$ cat config.mk
export PLATFORM = sky130hd
export DESIGN_NAME = ee357_mc_control
export DESIGN_NICKNAME = d
export VERILOG_FILES = /design/src/rtl/ee357_mc_pkg.sv /design/src/rtl/ee357_mc_control.sv
export SDC_FILE = /design/constraint.sdc
export NUM_CORES = 1
export LEC_CHECK = 0
export CAP_MARGIN = 20
export CORE_AREA = 2 2 39 41
export DETAILED_ROUTE_END_ITERATION = 6
export DIE_AREA = 0 0 41 43
export DONT_BUFFER_PORTS = 1
export PLACE_DENSITY = 0.51
export SYNTH_ARGS = -nofsm -noshare
export SYNTH_HDL_FRONTEND = slang
export SYNTH_SLANG_ARGS = --single-unit
$ cat constraint.sdc
create_clock -name sys_clk -period 1.3 [get_ports sys_clk]
set_input_delay 0.13 -clock sys_clk [delete_from_list [all_inputs] [get_ports sys_clk]]
set_output_delay 0.13 -clock sys_clk [all_outputs]
set_load 0.01 [all_outputs]
$ cat src/rtl/ee357_mc_pkg.sv
// Shared encodings for the EE357 multicycle controller: state codes, opcodes,
// and datapath mux/ALU select values.
package ee357_mc_pkg;

    typedef enum logic [3:0] {
        S_FETCH     = 4'd0,
        S_DECODE    = 4'd1,
        S_MEM_ADDR  = 4'd2,
        S_MEM_READ  = 4'd3,
        S_MEM_WB    = 4'd4,
        S_MEM_WRITE = 4'd5,
        S_EXEC_R    = 4'd6,
        S_R_WB      = 4'd7,
        S_BRANCH    = 4'd8,
        S_JUMP      = 4'd9,
        S_ADDI_EX   = 4'd10,
        S_ADDI_WB   = 4'd11
    } mc_state_e;

    localparam logic [5:0] OP_RTYPE = 6'b000000;
    localparam logic [5:0] OP_J     = 6'b000010;
    localparam logic [5:0] OP_BEQ   = 6'b000100;
    localparam logic [5:0] OP_ADDI  = 6'b001000;
    localparam logic [5:0] OP_LW    = 6'b100011;
    localparam logic [5:0] OP_SW    = 6'b101011;

    localparam logic [1:0] ALU_ADD   = 2'b00;
    localparam logic [1:0] ALU_SUB   = 2'b01;
    localparam logic [1:0] ALU_FUNCT = 2'b10;

    localparam logic [1:0] SRCB_REG     = 2'b00;
    localparam logic [1:0] SRCB_FOUR    = 2'b01;
    localparam logic [1:0] SRCB_IMM     = 2'b10;
    localparam logic [1:0] SRCB_IMM_SHL = 2'b11;

    localparam logic [1:0] PC_ALU    = 2'b00;
    localparam logic [1:0] PC_BRANCH = 2'b01;
    localparam logic [1:0] PC_JUMP   = 2'b10;

    function automatic logic is_legal_op(input logic [5:0] op);
        return (op == OP_RTYPE) || (op == OP_J) || (op == OP_BEQ) ||
               (op == OP_ADDI) || (op == OP_LW) || (op == OP_SW);
    endfunction

endpackage

$ cat src/rtl/ee357_mc_control.sv
// Moore controller for the EE357 multicycle datapath; one state register with
// separate next-state and output decode. FETCH ir_write/pc_write track mem_ready.
module ee357_mc_control
    import ee357_mc_pkg::*;
#(
    parameter int STATE_W = 4
) (
    input  logic               sys_clk,
    input  logic               reset,
    input  logic [5:0]         opcode,
    input  logic               mem_ready,
    output logic               pc_write,
    output logic               pc_write_cond,
    output logic               iord,
    output logic               mem_read,
    output logic               mem_write,
    output logic               ir_write,
    output logic               mem_to_reg,
    output logic               reg_dst,
    output logic               reg_write,
    output logic               alu_src_a,
    output logic [1:0]         alu_src_b,
    output logic [1:0]         alu_op,
    output logic [1:0]         pc_source,
    output logic               instr_done,
    output logic               illegal_op,
    output logic [STATE_W-1:0] state
);

    logic [STATE_W-1:0] state_q;
    logic [STATE_W-1:0] state_d;

    always_ff @(posedge sys_clk or negedge reset) begin
        if (!reset) begin
            state_q <= STATE_W'(S_FETCH);
        end else begin
            state_q <= state_d;
        end
    end

    assign state = state_q;

    // Memory-wait states hold until the handshake; unused codes fall back to FETCH.
    always_comb begin
        state_d = STATE_W'(S_FETCH);
        case (state_q)
            STATE_W'(S_FETCH):     state_d = mem_ready ? STATE_W'(S_DECODE) : STATE_W'(S_FETCH);
            STATE_W'(S_DECODE): begin
                case (opcode)
                    OP_LW, OP_SW: state_d = STATE_W'(S_MEM_ADDR);
                    OP_RTYPE:     state_d = STATE_W'(S_EXEC_R);
                    OP_BEQ:       state_d = STATE_W'(S_BRANCH);
                    OP_J:         state_d = STATE_W'(S_JUMP);
                    OP_ADDI:      state_d = STATE_W'(S_ADDI_EX);
                    default:      state_d = STATE_W'(S_FETCH);
                endcase
            end
            STATE_W'(S_MEM_ADDR): begin
                if (opcode == OP_LW) begin
                    state_d = STATE_W'(S_MEM_READ);
                end else if (opcode == OP_SW) begin
                    state_d = STATE_W'(S_MEM_WRITE);
                end else begin
                    state_d = STATE_W'(S_FETCH);
                end
            end
            STATE_W'(S_MEM_READ):  state_d = mem_ready ? STATE_W'(S_MEM_WB) : STATE_W'(S_MEM_READ);
            STATE_W'(S_MEM_WRITE): state_d = mem_ready ? STATE_W'(S_FETCH) : STATE_W'(S_MEM_WRITE);
            STATE_W'(S_EXEC_R):    state_d = STATE_W'(S_R_WB);
            STATE_W'(S_ADDI_EX):   state_d = STATE_W'(S_ADDI_WB);
            default:               state_d = STATE_W'(S_FETCH);
        endcase
    end

    always_comb begin
        pc_write      = 1'b0;
        pc_write_cond = 1'b0;
        iord          = 1'b0;
        mem_read      = 1'b0;
        mem_write     = 1'b0;
        ir_write      = 1'b0;
        mem_to_reg    = 1'b0;
        reg_dst       = 1'b0;
        reg_write     = 1'b0;
        alu_src_a     = 1'b0;
        alu_src_b     = SRCB_REG;
        alu_op        = ALU_ADD;
        pc_source     = PC_ALU;
        instr_done    = 1'b0;
        illegal_op    = 1'b0;
        case (state_q)
            STATE_W'(S_FETCH): begin
                mem_read  = 1'b1;
                alu_src_b = SRCB_FOUR;
                ir_write  = mem_ready;
                pc_write  = mem_ready;
            end
            STATE_W'(S_DECODE): begin
                alu_src_b  = SRCB_IMM_SHL;
                illegal_op = !is_legal_op(opcode);
            end
            STATE_W'(S_MEM_ADDR): begin
                alu_src_a = 1'b1;
                alu_src_b = SRCB_IMM;
            end
            STATE_W'(S_MEM_READ): begin
                mem_read = 1'b1;
                iord     = 1'b1;
            end
            STATE_W'(S_MEM_WB): begin
                reg_write  = 1'b1;
                mem_to_reg = 1'b1;
                instr_done = 1'b1;
            end
            STATE_W'(S_MEM_WRITE): begin
                mem_write  = 1'b1;
                iord       = 1'b1;
                instr_done = mem_ready;
            end
            STATE_W'(S_EXEC_R): begin
                alu_src_a = 1'b1;
                alu_op    = ALU_FUNCT;
            end
            STATE_W'(S_R_WB): begin
                reg_write  = 1'b1;
                reg_dst    = 1'b1;
                instr_done = 1'b1;
            end
            STATE_W'(S_BRANCH): begin
                alu_src_a     = 1'b1;
                alu_op        = ALU_SUB;
                pc_write_cond = 1'b1;
                pc_source     = PC_BRANCH;
                instr_done    = 1'b1;
            end
            STATE_W'(S_JUMP): begin
                pc_write   = 1'b1;
                pc_source  = PC_JUMP;
                instr_done = 1'b1;
            end
            STATE_W'(S_ADDI_EX): begin
                alu_src_a = 1'b1;
                alu_src_b = SRCB_IMM;
            end
            STATE_W'(S_ADDI_WB): begin
                reg_write  = 1'b1;
                instr_done = 1'b1;
            end
            default: ;
        endcase
    end

endmodule

==> results.txt <==
Tcrit/Tclk final: 1.09
Tot GR Track Use: 0.214
clk root buf: clkbuf_4
Initial Util: 0.375
Die Span Y: 43 um
Synth cell types: 32
Max VDD drop: 405 uV
port buffer count: 0
Pwr Density: 596 nW/um^2
maximum clock frequency: 705 MHz
number of DRC markers in iteration 0: 17
Seq cells post-synth: 4
Area contributors post-synth: dfrtp_1 (19%), nor3_1 (7.7%), nor2_1 (7.2%), nand2b_1 (4.8%), buf_6 (4.3%)
RSZ-0062 raised after global routing: yes
Worst Setup SP: state[0]
IO Pins: 31
Total Nets Final: 110
endpoints failing setup: 15
endpoint class of the critical path: output pin
post-synth top area share: 0.193
clock slew at reported path FFs: 0.04 ns
Worst Tran Pin Value: 0.369 ns
count leader, synth: nor2_1
total grt overflow: 0
vias in the first global route: 632
Yosys warning total: 0
syn_nets: 79
failing checks: negative setup slack
Netlist Area Pre-Place: 519 um^2
CTS tree: yes
Routed WL: 1710 um
Top FF cell, synth: dfrtp_1
Filler Cells Inserted: 114
Setup Skew: 0.0112 ns
initial antenna violation count: 0
hold crit path type: primary input to flop
r2r setup slk: -0.09 ns
CP peak stage delay: 0.42 ns
post-route worst setup slack: -0.118 ns
Core Region: 1380 um^2
max cap viols: 0
status: complete, but fails checks
Worst-Skew Late Latency: 0.24 ns
RR Endpoint: state[0]
Ant. Diodes: 0
Synth async-reset ratio: 1.00
Tmin final: 1.42 ns
most frequent cells after synthesis: nor2_1 (10), nor3_1 (8), nand2_1 (5)
relative slew slack: 0.752
share of cells above drive strength 1: 0.646
DRC Markers: 0
DR vias: 657
total power draw: 556 uW
area leader, netlist: dfrtp_1
Setup WS pre-CTS: 0.0427 ns
drt wl/cell: 14.9 um
setup tns final: -0.854 ns
crit path DAT: 1.29 ns
Post-synth EDFFs: 0
Antenna Nets Post-Route: 0
Final Hold Viols: 0
Vias/cell: 5.71
sequential fraction of the synthesis area: 0.193
CTS buffer count: 3
CTS sink cnt: 4
CTS max path bufs: 2
gpl congestion: 0.835
Worst EP required: 1.17 ns
crit path capture: pc_write
largest net degree at the start of global routing: 13
detailed-router iteration count before antenna repair: 4
Area Growth Syn to Fin: 79.8%
max FFs per register: 4
CP max stage cell: dfrtp_1
critical path class: flop to output pin
cells on worst reg2reg path: 7
Mapped Avg Cell Area: 7.42 um^2
r2r startpoint: state[0]
H-tree Lvls: 1
leakage: 0.389 nW
Die ar.: 1760 um^2
startpoint types: flop
first-pass GRT wire length: 2600 um
Die X: 41 um
Rows: 14
Slew Limit Fails: 0
post-DP HPWL: 1080 um
crit path cell chain: buf_6 > nor2_2 > nand3_4 > o21ai_2 > buf_4
peak fanout along the critical path: 7
Mapped Cells: 70
## kinds of logic after synthesis
group                     count (synthesis)  synth area share
buffers and inverters                     9             0.113
DFF                                       4             0.193
xor gates and xnor gates                  2            0.0337
and+or+nand+nor                          36             0.388
AOI/OAI and AO/OA                        19             0.272
## cell type report
class,count,area (um^2),area share
clock buffers,3,22.5,0.0241
inverters,3,16.3,0.0174
multi-input cells,57,507,0.543
flip-flops and latches,4,103,0.110
well taps,16,20.0,0.0214
repair buffers,32,265,0.284
## what timing repair did
action                                  4_1_cts  5_1_grt
endpoints found under the setup margin       18       21
pin swaps                                     7        5
hold buffers                                  2        0
gates resized for setup                      23       17
endpoints found under the hold margin         5        0
gates cloned                                  1        0
setup buffers                                10        1
## cell usage in the layout (no fill, tap or decap), drive strengths merged, types with 2 or more instances in the layout
master / instances
a21oi: 4
dlygate4sd3: 2
o21ai: 4
nand2: 5
nor3: 10
clkbuf: 3
o2111ai: 3
buf: 30
nand2b: 4
inv: 3
nor2: 11
xnor2: 2
dfrtp: 4
nand4b: 2
## per-layer routing
layer  up-vias  routed length, um  track usage
met2        25                962        0.372
met4         0                 32        0.120
li1        316                  -            -
met3         4                 76       0.0105
met5         -                  0            0
met1       312                643        0.239
## worst max-delay path: cells and delay by family, from the launching register on
| family | cells | cell delay [ns] |
|---|---|---|
| compound gates | 1 | 0.07 |
| buf+inv | 2 | 0.30 |
| flops | 1 | 0.42 |
| simple gates | 2 | 0.26 |
## power by group
group          internal, mW  total [mW]  switching, mW
Sequential            0.130       0.138        0.00734
Combinational         0.126       0.261          0.134
Clock                 0.103       0.158         0.0545
Total                 0.360       0.556          0.196
## worst min-delay path by stage
stage	startpoint	endpoint	depth (start not counted)
2_1_floorplan	reset	state[0]	0
4_1_cts	opcode[1]	state[2]	1
3_5_place_dp	reset	state[2]	0
3_3_place_gp	reset	state[2]	0
5_1_grt	opcode[1]	state[2]	1
6_report	opcode[1]	state[2]	1
## per-stage QoR
| step | cell area [um^2] | cells | util | hold WS [ns] |
|---|---|---|---|---|
| final | 933 | 115 | 0.675 | 0.0371 |
| after global routing | 933 | 115 | 0.675 | 0.0568 |
| after CTS | 847 | 114 | 0.612 | 0.0353 |
| after detailed placement | 646 | 98 | 0.467 | -0.166 |
| after global placement | 646 | 98 | 0.467 | -0.166 |
| after floorplan | 538 | 70 | - | -0.166 |
Note: power is estimated with default switching activity, not from simulation.
